### src/rtl/mhsa_pkg.sv
// rtl/mhsa_pkg.sv - shared types and constants for the MHSA layer sequencer
package mhsa_pkg;

  typedef enum logic [2:0] {
    S_IDLE,
    S_LAUNCH,
    S_RUN,
    S_NEXT,
    S_FIN,
    S_ERR
  } sched_state_e;

  localparam int LYR_LINEAR      = 0;
  localparam int LYR_QKMM        = 1;
  localparam int LYR_SOFTMAX     = 2;
  localparam int LYR_ATTMM       = 3;
  localparam int DEF_NUM_LAYERS  = 4;

endpackage

### src/rtl/mhsa_layer_sched_if.sv
// rtl/mhsa_layer_sched_if.sv - control, layer and shared memory bar signals of the sequencer
interface mhsa_layer_sched_if #(
  parameter int WIDTH      = 64,
  parameter int NUM_LAYERS = 4
) ();
  localparam int IW = (NUM_LAYERS > 1) ? $clog2(NUM_LAYERS) : 1;

  logic                             start;
  logic                             abort;
  logic [NUM_LAYERS-1:0]            cfg_mask;
  logic                             busy;
  logic                             done;
  logic                             err;
  logic [IW-1:0]                    cur_layer;
  logic [NUM_LAYERS-1:0]            lyr_start;
  logic [NUM_LAYERS-1:0]            lyr_done;
  logic [NUM_LAYERS-1:0]            lyr_we;
  logic [NUM_LAYERS-1:0][31:0]      lyr_addr;
  logic [NUM_LAYERS-1:0][WIDTH-1:0] lyr_wdata;
  logic                             mem_we;
  logic [31:0]                      mem_addr;
  logic [WIDTH-1:0]                 mem_wdata;

  modport master (
    output start, abort, cfg_mask, lyr_done, lyr_we, lyr_addr, lyr_wdata,
    input  busy, done, err, cur_layer, lyr_start, mem_we, mem_addr, mem_wdata
  );

  modport slave (
    input  start, abort, cfg_mask, lyr_done, lyr_we, lyr_addr, lyr_wdata,
    output busy, done, err, cur_layer, lyr_start, mem_we, mem_addr, mem_wdata
  );
endinterface

### src/rtl/mhsa_layer_sched_lyr_next_find.sv
// rtl/mhsa_layer_sched_lyr_next_find.sv - lowest enabled layer, overall or strictly above cur
module lyr_next_find #(
  parameter  int NUM_LAYERS = 4,
  localparam int IW         = (NUM_LAYERS > 1) ? $clog2(NUM_LAYERS) : 1
) (
  input  logic [NUM_LAYERS-1:0] mask,
  input  logic [IW-1:0]         cur,
  input  logic                  first,
  output logic                  found,
  output logic [IW-1:0]         idx
);

  // Scan high to low so the lowest qualifying index is the last one written.
  always_comb begin
    found = 1'b0;
    idx   = '0;
    for (int i = NUM_LAYERS - 1; i >= 0; i--) begin
      if (mask[i] && (first || (i > int'(cur)))) begin
        found = 1'b1;
        idx   = IW'(i);
      end
    end
  end

endmodule

### src/rtl/mhsa_layer_sched.sv
// rtl/mhsa_layer_sched.sv - runs enabled layers in index order and owns the shared memory bar
module mhsa_layer_sched
  import mhsa_pkg::*;
#(
  parameter int WIDTH      = 64,
  parameter int NUM_LAYERS = DEF_NUM_LAYERS,
  parameter int TIMEOUT    = 100000
) (
  input logic               clk,
  input logic               rst_n,
  mhsa_layer_sched_if.slave bus
);

  localparam int IW = (NUM_LAYERS > 1) ? $clog2(NUM_LAYERS) : 1;
  localparam int TW = $clog2(TIMEOUT + 1);

  sched_state_e          r_state;
  sched_state_e          w_nxt_state;
  logic [IW-1:0]         r_cur_layer;
  logic [IW-1:0]         w_nxt_cur;
  logic [NUM_LAYERS-1:0] r_mask_q;
  logic [NUM_LAYERS-1:0] r_lyr_start;
  logic [TW-1:0]         r_timer;
  logic                  r_busy;
  logic                  r_done;
  logic                  r_err;

  logic                  w_start_ok;
  logic                  w_cur_done;
  logic                  w_timeout;
  logic                  w_find_first;
  logic [NUM_LAYERS-1:0] w_find_mask;
  logic                  w_found;
  logic [IW-1:0]         w_find_idx;
  logic                  w_mem_we;
  logic [31:0]           w_mem_addr;
  logic [WIDTH-1:0]      w_mem_wdata;

  assign w_start_ok   = (r_state == S_IDLE) && bus.start && !bus.abort;
  assign w_cur_done   = bus.lyr_done[r_cur_layer];
  assign w_timeout    = (r_timer == TW'(TIMEOUT));
  // In IDLE the search runs on the incoming mask, afterwards on the latched one.
  assign w_find_first = (r_state == S_IDLE);
  assign w_find_mask  = w_find_first ? bus.cfg_mask : r_mask_q;

  lyr_next_find #(.NUM_LAYERS(NUM_LAYERS)) u_next_find (
    .mask  (w_find_mask),
    .cur   (r_cur_layer),
    .first (w_find_first),
    .found (w_found),
    .idx   (w_find_idx)
  );

  always_comb begin
    w_nxt_state = r_state;
    w_nxt_cur   = r_cur_layer;
    if (r_state != S_IDLE && bus.abort) begin
      w_nxt_state = S_IDLE;
    end else begin
      case (r_state)
        S_IDLE: begin
          if (w_start_ok) begin
            if (w_found) begin
              w_nxt_cur   = w_find_idx;
              w_nxt_state = S_LAUNCH;
            end else begin
              w_nxt_state = S_FIN;
            end
          end
        end
        S_LAUNCH: w_nxt_state = S_RUN;
        S_RUN: begin
          if (w_cur_done) begin
            w_nxt_state = S_NEXT;
          end else if (w_timeout) begin
            w_nxt_state = S_ERR;
          end
        end
        S_NEXT: begin
          if (w_found) begin
            w_nxt_cur   = w_find_idx;
            w_nxt_state = S_LAUNCH;
          end else begin
            w_nxt_state = S_FIN;
          end
        end
        S_FIN:   w_nxt_state = S_IDLE;
        S_ERR:   w_nxt_state = S_IDLE;
        default: w_nxt_state = S_IDLE;
      endcase
    end
  end

  // Outputs are decoded from the next state so they line up with the state they describe.
  always_ff @(posedge clk) begin
    if (!rst_n) begin
      r_state     <= S_IDLE;
      r_cur_layer <= '0;
      r_mask_q    <= '0;
      r_lyr_start <= '0;
      r_timer     <= '0;
      r_busy      <= 1'b0;
      r_done      <= 1'b0;
      r_err       <= 1'b0;
    end else begin
      r_state     <= w_nxt_state;
      r_cur_layer <= w_nxt_cur;
      r_busy      <= (w_nxt_state != S_IDLE);
      r_done      <= (r_state == S_FIN) && !bus.abort;
      r_lyr_start <= '0;
      if (w_nxt_state == S_LAUNCH) begin
        r_lyr_start[w_nxt_cur] <= 1'b1;
      end
      if (w_start_ok) begin
        r_mask_q <= bus.cfg_mask;
        r_err    <= 1'b0;
      end else if (r_state == S_ERR && !bus.abort) begin
        r_err <= 1'b1;
      end
      if (r_state == S_LAUNCH) begin
        r_timer <= '0;
      end else if (r_state == S_RUN && !w_cur_done && !w_timeout) begin
        r_timer <= r_timer + TW'(1);
      end
    end
  end

  // The done cycle is still in RUN, so a write issued alongside done reaches the bar.
  always_comb begin
    w_mem_we    = 1'b0;
    w_mem_addr  = '0;
    w_mem_wdata = '0;
    if (r_state == S_LAUNCH || r_state == S_RUN) begin
      w_mem_we    = bus.lyr_we[r_cur_layer];
      w_mem_addr  = bus.lyr_addr[r_cur_layer];
      w_mem_wdata = bus.lyr_wdata[r_cur_layer];
    end
  end

  assign bus.mem_we    = w_mem_we;
  assign bus.mem_addr  = w_mem_addr;
  assign bus.mem_wdata = w_mem_wdata;
  assign bus.busy      = r_busy;
  assign bus.done      = r_done;
  assign bus.err       = r_err;
  assign bus.cur_layer = r_cur_layer;
  assign bus.lyr_start = r_lyr_start;

endmodule

### src/flat_wrapper.sv
// flat-port wrapper written by rule: the top's interface ports become plain ports
module mhsa_layer_sched_flat import mhsa_pkg::*;
#(
  parameter int WIDTH      = 64,
  parameter int NUM_LAYERS = DEF_NUM_LAYERS,
  parameter int TIMEOUT    = 100000
)
  (clk, rst_n, bus_start, bus_abort, bus_cfg_mask, bus_lyr_done, bus_lyr_we, bus_lyr_addr, bus_lyr_wdata, bus_busy, bus_done, bus_err, bus_cur_layer, bus_lyr_start, bus_mem_we, bus_mem_addr, bus_mem_wdata);
  mhsa_layer_sched_if #(.WIDTH(WIDTH), .NUM_LAYERS(NUM_LAYERS)) bus_i ();
  input logic clk;
  input logic rst_n;
  input wire logic [$bits(bus_i.start)-1:0] bus_start;
  input wire logic [$bits(bus_i.abort)-1:0] bus_abort;
  input wire logic [$bits(bus_i.cfg_mask)-1:0] bus_cfg_mask;
  input wire logic [$bits(bus_i.lyr_done)-1:0] bus_lyr_done;
  input wire logic [$bits(bus_i.lyr_we)-1:0] bus_lyr_we;
  input wire logic [$bits(bus_i.lyr_addr)-1:0] bus_lyr_addr;
  input wire logic [$bits(bus_i.lyr_wdata)-1:0] bus_lyr_wdata;
  output wire logic [$bits(bus_i.busy)-1:0] bus_busy;
  output wire logic [$bits(bus_i.done)-1:0] bus_done;
  output wire logic [$bits(bus_i.err)-1:0] bus_err;
  output wire logic [$bits(bus_i.cur_layer)-1:0] bus_cur_layer;
  output wire logic [$bits(bus_i.lyr_start)-1:0] bus_lyr_start;
  output wire logic [$bits(bus_i.mem_we)-1:0] bus_mem_we;
  output wire logic [$bits(bus_i.mem_addr)-1:0] bus_mem_addr;
  output wire logic [$bits(bus_i.mem_wdata)-1:0] bus_mem_wdata;
  assign bus_i.start = bus_start;
  assign bus_i.abort = bus_abort;
  assign bus_i.cfg_mask = bus_cfg_mask;
  assign bus_i.lyr_done = bus_lyr_done;
  assign bus_i.lyr_we = bus_lyr_we;
  assign bus_i.lyr_addr = bus_lyr_addr;
  assign bus_i.lyr_wdata = bus_lyr_wdata;
  assign bus_busy = bus_i.busy;
  assign bus_done = bus_i.done;
  assign bus_err = bus_i.err;
  assign bus_cur_layer = bus_i.cur_layer;
  assign bus_lyr_start = bus_i.lyr_start;
  assign bus_mem_we = bus_i.mem_we;
  assign bus_mem_addr = bus_i.mem_addr;
  assign bus_mem_wdata = bus_i.mem_wdata;
  mhsa_layer_sched #(.WIDTH(WIDTH), .NUM_LAYERS(NUM_LAYERS), .TIMEOUT(TIMEOUT)) u_core (.clk(clk), .rst_n(rst_n), .bus(bus_i));
endmodule
### config.mk
export PLATFORM = sky130hd
export DESIGN_NAME = mhsa_layer_sched_flat
export DESIGN_NICKNAME = d
export VERILOG_FILES = /design/src/rtl/mhsa_pkg.sv /design/src/rtl/mhsa_layer_sched_if.sv /design/src/rtl/mhsa_layer_sched_lyr_next_find.sv /design/src/rtl/mhsa_layer_sched.sv /design/src/flat_wrapper.sv
export SDC_FILE = /design/constraint.sdc
export NUM_CORES = 1
export LEC_CHECK = 0
export CAP_MARGIN = 10
export CORE_AREA = 2 2 197 199
export DETAILED_ROUTE_END_ITERATION = 16
export DIE_AREA = 0 0 199 201
export PLACE_DENSITY = 0.51
export SETUP_SLACK_MARGIN = 0.05
export SYNTH_ARGS = -nofsm -noshare
export SYNTH_HDL_FRONTEND = slang
export SYNTH_SLANG_ARGS = --single-unit
### constraint.sdc
create_clock -name clk -period 5.33 [get_ports clk]
set_input_delay 1.066 -clock clk [delete_from_list [all_inputs] [get_ports clk]]
set_output_delay 1.066 -clock clk [all_outputs]
set_load 0.03 [all_outputs]
==> metrics.md <==
| Metric | Value |
|---|---|
| Status | `finished clean` |
| Clock skew | `0.00599 ns` |
| Count of state elements after synthesis | `32` |
| Sw Ratio | `0.317` |
| Total Neg Setup Slack | `0 ns` |
| Routed met2 length | `16.1 mm` |
| Die H | `201 µm` |
| Critical path data arrival time | `3.03 ns` |
| Mean area per synthesized cell | `around 11 µm²` |
| Biggest area consumer among synthesized cells | `sky130_fd_sc_hd__mux4_2` |
| Final wirelength | `between 30 and 40 mm` |
| CTS sink cnt | `32` |
| Worst Reg-to-Reg Cells | `5` |
| Clock-pin slew on the worst setup and hold paths | `roughly 0.050 ns` |
| Yosys warnings | `0` |
| Routability cong. | `about 0.87` |
| Util after Layout | `0.272` |
| Number of buffers added to fix hold violations after cts | `0` |
| Nets | `between 1,000 and 1,500` |
| Final routed DRC violation total | `0` |
| Setup Fix Bufs, Post-CTS | `0` |
| Number of antenna violations at the first check in global routing | `8` |
| Cell at the root of the clock tree | `sky130_fd_sc_hd__clkbuf_16` |
| Largest driver fanout on the critical path | `60` |
| Die width | `199 µm` |
| Pin count of the biggest net entering global routing | `61` |
| Most area-consuming cells after synthesis | `sky130_fd_sc_hd__mux4_2 (49%), sky130_fd_sc_hd__nor2b_1 (14%), sky130_fd_sc_hd__dfxtp_1 (14%), sky130_fd_sc_hd__clkbuf_1 (2.0%), sky130_fd_sc_hd__a21oi_1 (1.5%)` |
| Endpoint required time on the critical path | `4.26 ns` |
| Nets in the synthesized netlist | `820` |
| First-pass GRT wire length | `~46 mm` |
| Worst hold stages | `2` |
| Synth Instances | `about 420` |
| Max-capacitance violation count | `0` |
| DRT iter0 DRCs | `between 300 and 400` |
| Effective utilization at floorplan | `0.119` |
| Layout-stage area growth over the synthesis result | `129%` |
| DRT met1 WL | `approximately 14 mm` |
| Row cnt | `around 70` |
| Number of slew-limit violations in the final report | `0` |
| Total global routing overflow | `0` |
| WL/cell | `24.6 µm` |
| Count of boundary I/O pins | `just over 500` |
| Cell leakage power | `approximately 0.0032 µW` |
| Combinational Power Share | `0.599` |
| Share of final-layout standard cells stronger than drive strength 1 | `0.132` |
| Global Route Usage Sum | `0.165` |
| Top cell type's share of synthesized area | `0.488` |
| Classification of the worst-slack hold path | `flip-flop to flip-flop` |
| Final Hold Fails | `0` |
| Area of the die | `0.0400 mm²` |
| Worst vdd rail ir drop | `0.123 mV` |
| Area of all sequential standard cells | `around 650 µm²` |
| Final clock period utilization by the worst path | `0.768` |
| Part of the power in registers | `0.201` |
| Fraction of power consumed by the clock network | `0.200` |
| Int Pwr | `902 µW` |
| Switching pwr | `about 420 µW` |
| Fraction of the yosys area taken by sequential cells | `0.142` |
| Final-layout fill cell count | `roughly 4,100` |
| Post-route minimum period | `just over 4 ns` |
| Pre-CTS WS | `1.30 ns` |
| Top sig layer | `met5` |
| Peak Freq | `0.244 GHz` |
| Post-DP HPWL | `30.2 mm` |
| Post_cts resized | `0` |
| Number of CTS-inserted buffers | `5` |
| Slew at the pin with the worst max-slew slack | `0.797 ns` |
| First-pass DRT Iterations | `5` |
| Total standard cell area after synthesis | `between 0.004 and 0.005 mm²` |
| Via-per-instance ratio | `4.04` |
| Number of global-route vias before repair | `6,183` |
| Clock tree from TritonCTS | `done` |
| PortBufs | `approximately 510` |
| CP Class | `flip-flop to primary output` |
| Number of H-tree levels | `2` |
| Cell area power density | `128 mW/mm²` |
| Vias after detailed routing | `about 5,800` |
| Slack of the critical path | `1.24 ns` |
| Core footprint | `0.0381 mm²` |
| Worst Setup Start Kind | `flip-flop` |
| ANT nets after route | `0` |
| RSZ-0062 raised after global routing | `false` |
| Kind of end point of the critical path | `primary output` |
| Area taken by multi-input logic gates | `between 0.003 and 0.004 mm²` |
| Clk_lat worst skew | `about 0.27 ns` |
| Setup-violating endpoint count in the final report | `0` |
| Worst max-slew margin expressed relative to the limit | `0.455` |
| Unique masters post-synth | `41` |
| Met3 WL | `about 4.1 mm` |
| Number of buffers between clock root and the deepest sink | `2` |
-- final timing paths --
check | endpoint | slack, ns | startpoint
worst min register to register | u_core.r_timer[1] | 0.50 | u_core.r_timer[1]
worst max register to register | u_core.r_timer[7] | 2.16 | u_core.bus.cur_layer[0]
worst max-delay path | bus_mem_wdata[39] | 1.24 | u_core.r_state[1]
worst min-delay path | u_core.r_timer[1] | 0.50 | u_core.r_timer[1]
-- critical path, stage by stage, from the launching register on --
cell	delay (ns)
sky130_fd_sc_hd__dfxtp_1	0.45
sky130_fd_sc_hd__nor2b_1	0.32
sky130_fd_sc_hd__inv_1	0.09
sky130_fd_sc_hd__a21o_4	0.41
sky130_fd_sc_hd__buf_4	0.38
sky130_fd_sc_hd__nor2b_1	0.14
sky130_fd_sc_hd__clkdlybuf4s50_1	0.84
-- kinds of logic after synthesis --
logic type | after synthesis | share of synthesized area
simple gates | 195 | 0.257
mux | 101 | 0.494
buf+inv | 43 | 0.0390
compound gates | 40 | 0.0525
flops | 32 | 0.142
xor+xnor | 5 | 0.00968
fa+ha+maj | 2 | 0.00553
-- flip-flops by register name, indices dropped and copies added, names as in the netlist --
register              cells
u_core.r_mask_q           3
u_core.bus.cur_layer      2
u_core.bus.lyr_start      4
u_core.r_timer           17
u_core.bus.err            1
u_core.bus.done           1
u_core.bus.busy           1
u_core.r_state            3
-- per-layer routing --
layer,vias up,GRT usage
li1,2617,-
met1,2862,0.205
met2,260,0.266
met3,27,0.0670
met4,2,0.0352
met5,-,0
-- per-stage QoR --
step	hold WS, ns	cells	power, µW	cell area, µm²
3_5_place_dp	0.493	1415	1070	10200
5_1_grt	0.540	1428	1390	10300
4_1_cts	0.499	1422	1340	10300
2_1_floorplan	0.458	418	581	4520
6_report	0.497	1429	1320	10400
3_3_place_gp	0.482	1415	1070	10200
-- synth_stat cells, drive strengths merged --
cell / number
a21oi: 14
nor4bb: 3
nor2: 15
nand2b: 4
buf: 14
clkbuf: 24
a211o: 1
o21ai: 14
nand4: 5
nor4: 5
o211a: 1
nand4b: 1
inv: 5
or3: 9
nor3b: 3
or4: 4
o22ai: 1
nand3: 6
mux2i: 3
nor4b: 2
o31ai: 2
a21o: 1
xnor2: 5
a2111oi: 1
nand2: 15
and3: 1
a22o: 1
a21boi: 1
o21ba: 1
nor2b: 103
dfxtp: 32
nor3: 9
ha: 2
and2: 6
and3b: 1
and4: 3
mux4: 98
o21a: 1
o21bai: 1
-- final cells by class --
class | instances | area share
repair buffers | 517 | 0.499
multi-input cells | 343 | 0.359
flip-flops and latches | 32 | 0.0626
well taps | 518 | 0.0626
clock buffers | 6 | 0.0125
inverters | 5 | 0.00181
diodes | 7 | 0.00169
clock inverters | 1 | 0.000483
-- cell usage in the layout, fill, tap and decap left out, types with 2 or more instances in the layout --
cell,count
sky130_fd_sc_hd__clkdlybuf4s50_1,505
sky130_fd_sc_hd__nor2b_1,103
sky130_fd_sc_hd__mux4_2,98
sky130_fd_sc_hd__dfxtp_1,30
sky130_fd_sc_hd__nor2_1,15
sky130_fd_sc_hd__nand2_1,15
sky130_fd_sc_hd__a21oi_1,14
sky130_fd_sc_hd__o21ai_1,12
sky130_fd_sc_hd__buf_4,10
sky130_fd_sc_hd__or3_1,9
sky130_fd_sc_hd__nor3_1,9
sky130_fd_sc_hd__diode_2,7
sky130_fd_sc_hd__and2_1,6
sky130_fd_sc_hd__nand3_1,6
sky130_fd_sc_hd__inv_1,5
sky130_fd_sc_hd__nand4_1,5
sky130_fd_sc_hd__xnor2_1,5
sky130_fd_sc_hd__nor4_1,5
sky130_fd_sc_hd__clkbuf_16,5
sky130_fd_sc_hd__nand2b_1,4
sky130_fd_sc_hd__or4_1,4
sky130_fd_sc_hd__nor3b_1,3
sky130_fd_sc_hd__nor4bb_1,3
sky130_fd_sc_hd__and4_1,3
sky130_fd_sc_hd__mux2i_1,3
sky130_fd_sc_hd__nor4b_1,2
sky130_fd_sc_hd__o31ai_1,2
sky130_fd_sc_hd__o21ai_0,2
sky130_fd_sc_hd__ha_1,2
sky130_fd_sc_hd__buf_12,2
sky130_fd_sc_hd__dfxtp_4,2
-- power groups by stage --
stage          combinational, µW  sequential (µW)  clock, µW
5_1_grt                      835              267        285
6_report                     792              265        264
4_1_cts                      804              266        273
3_3_place_gp                 795              271          0
3_5_place_dp                 795              271          0
2_1_floorplan                325              256          0
(Power assumes the default switching activity.)
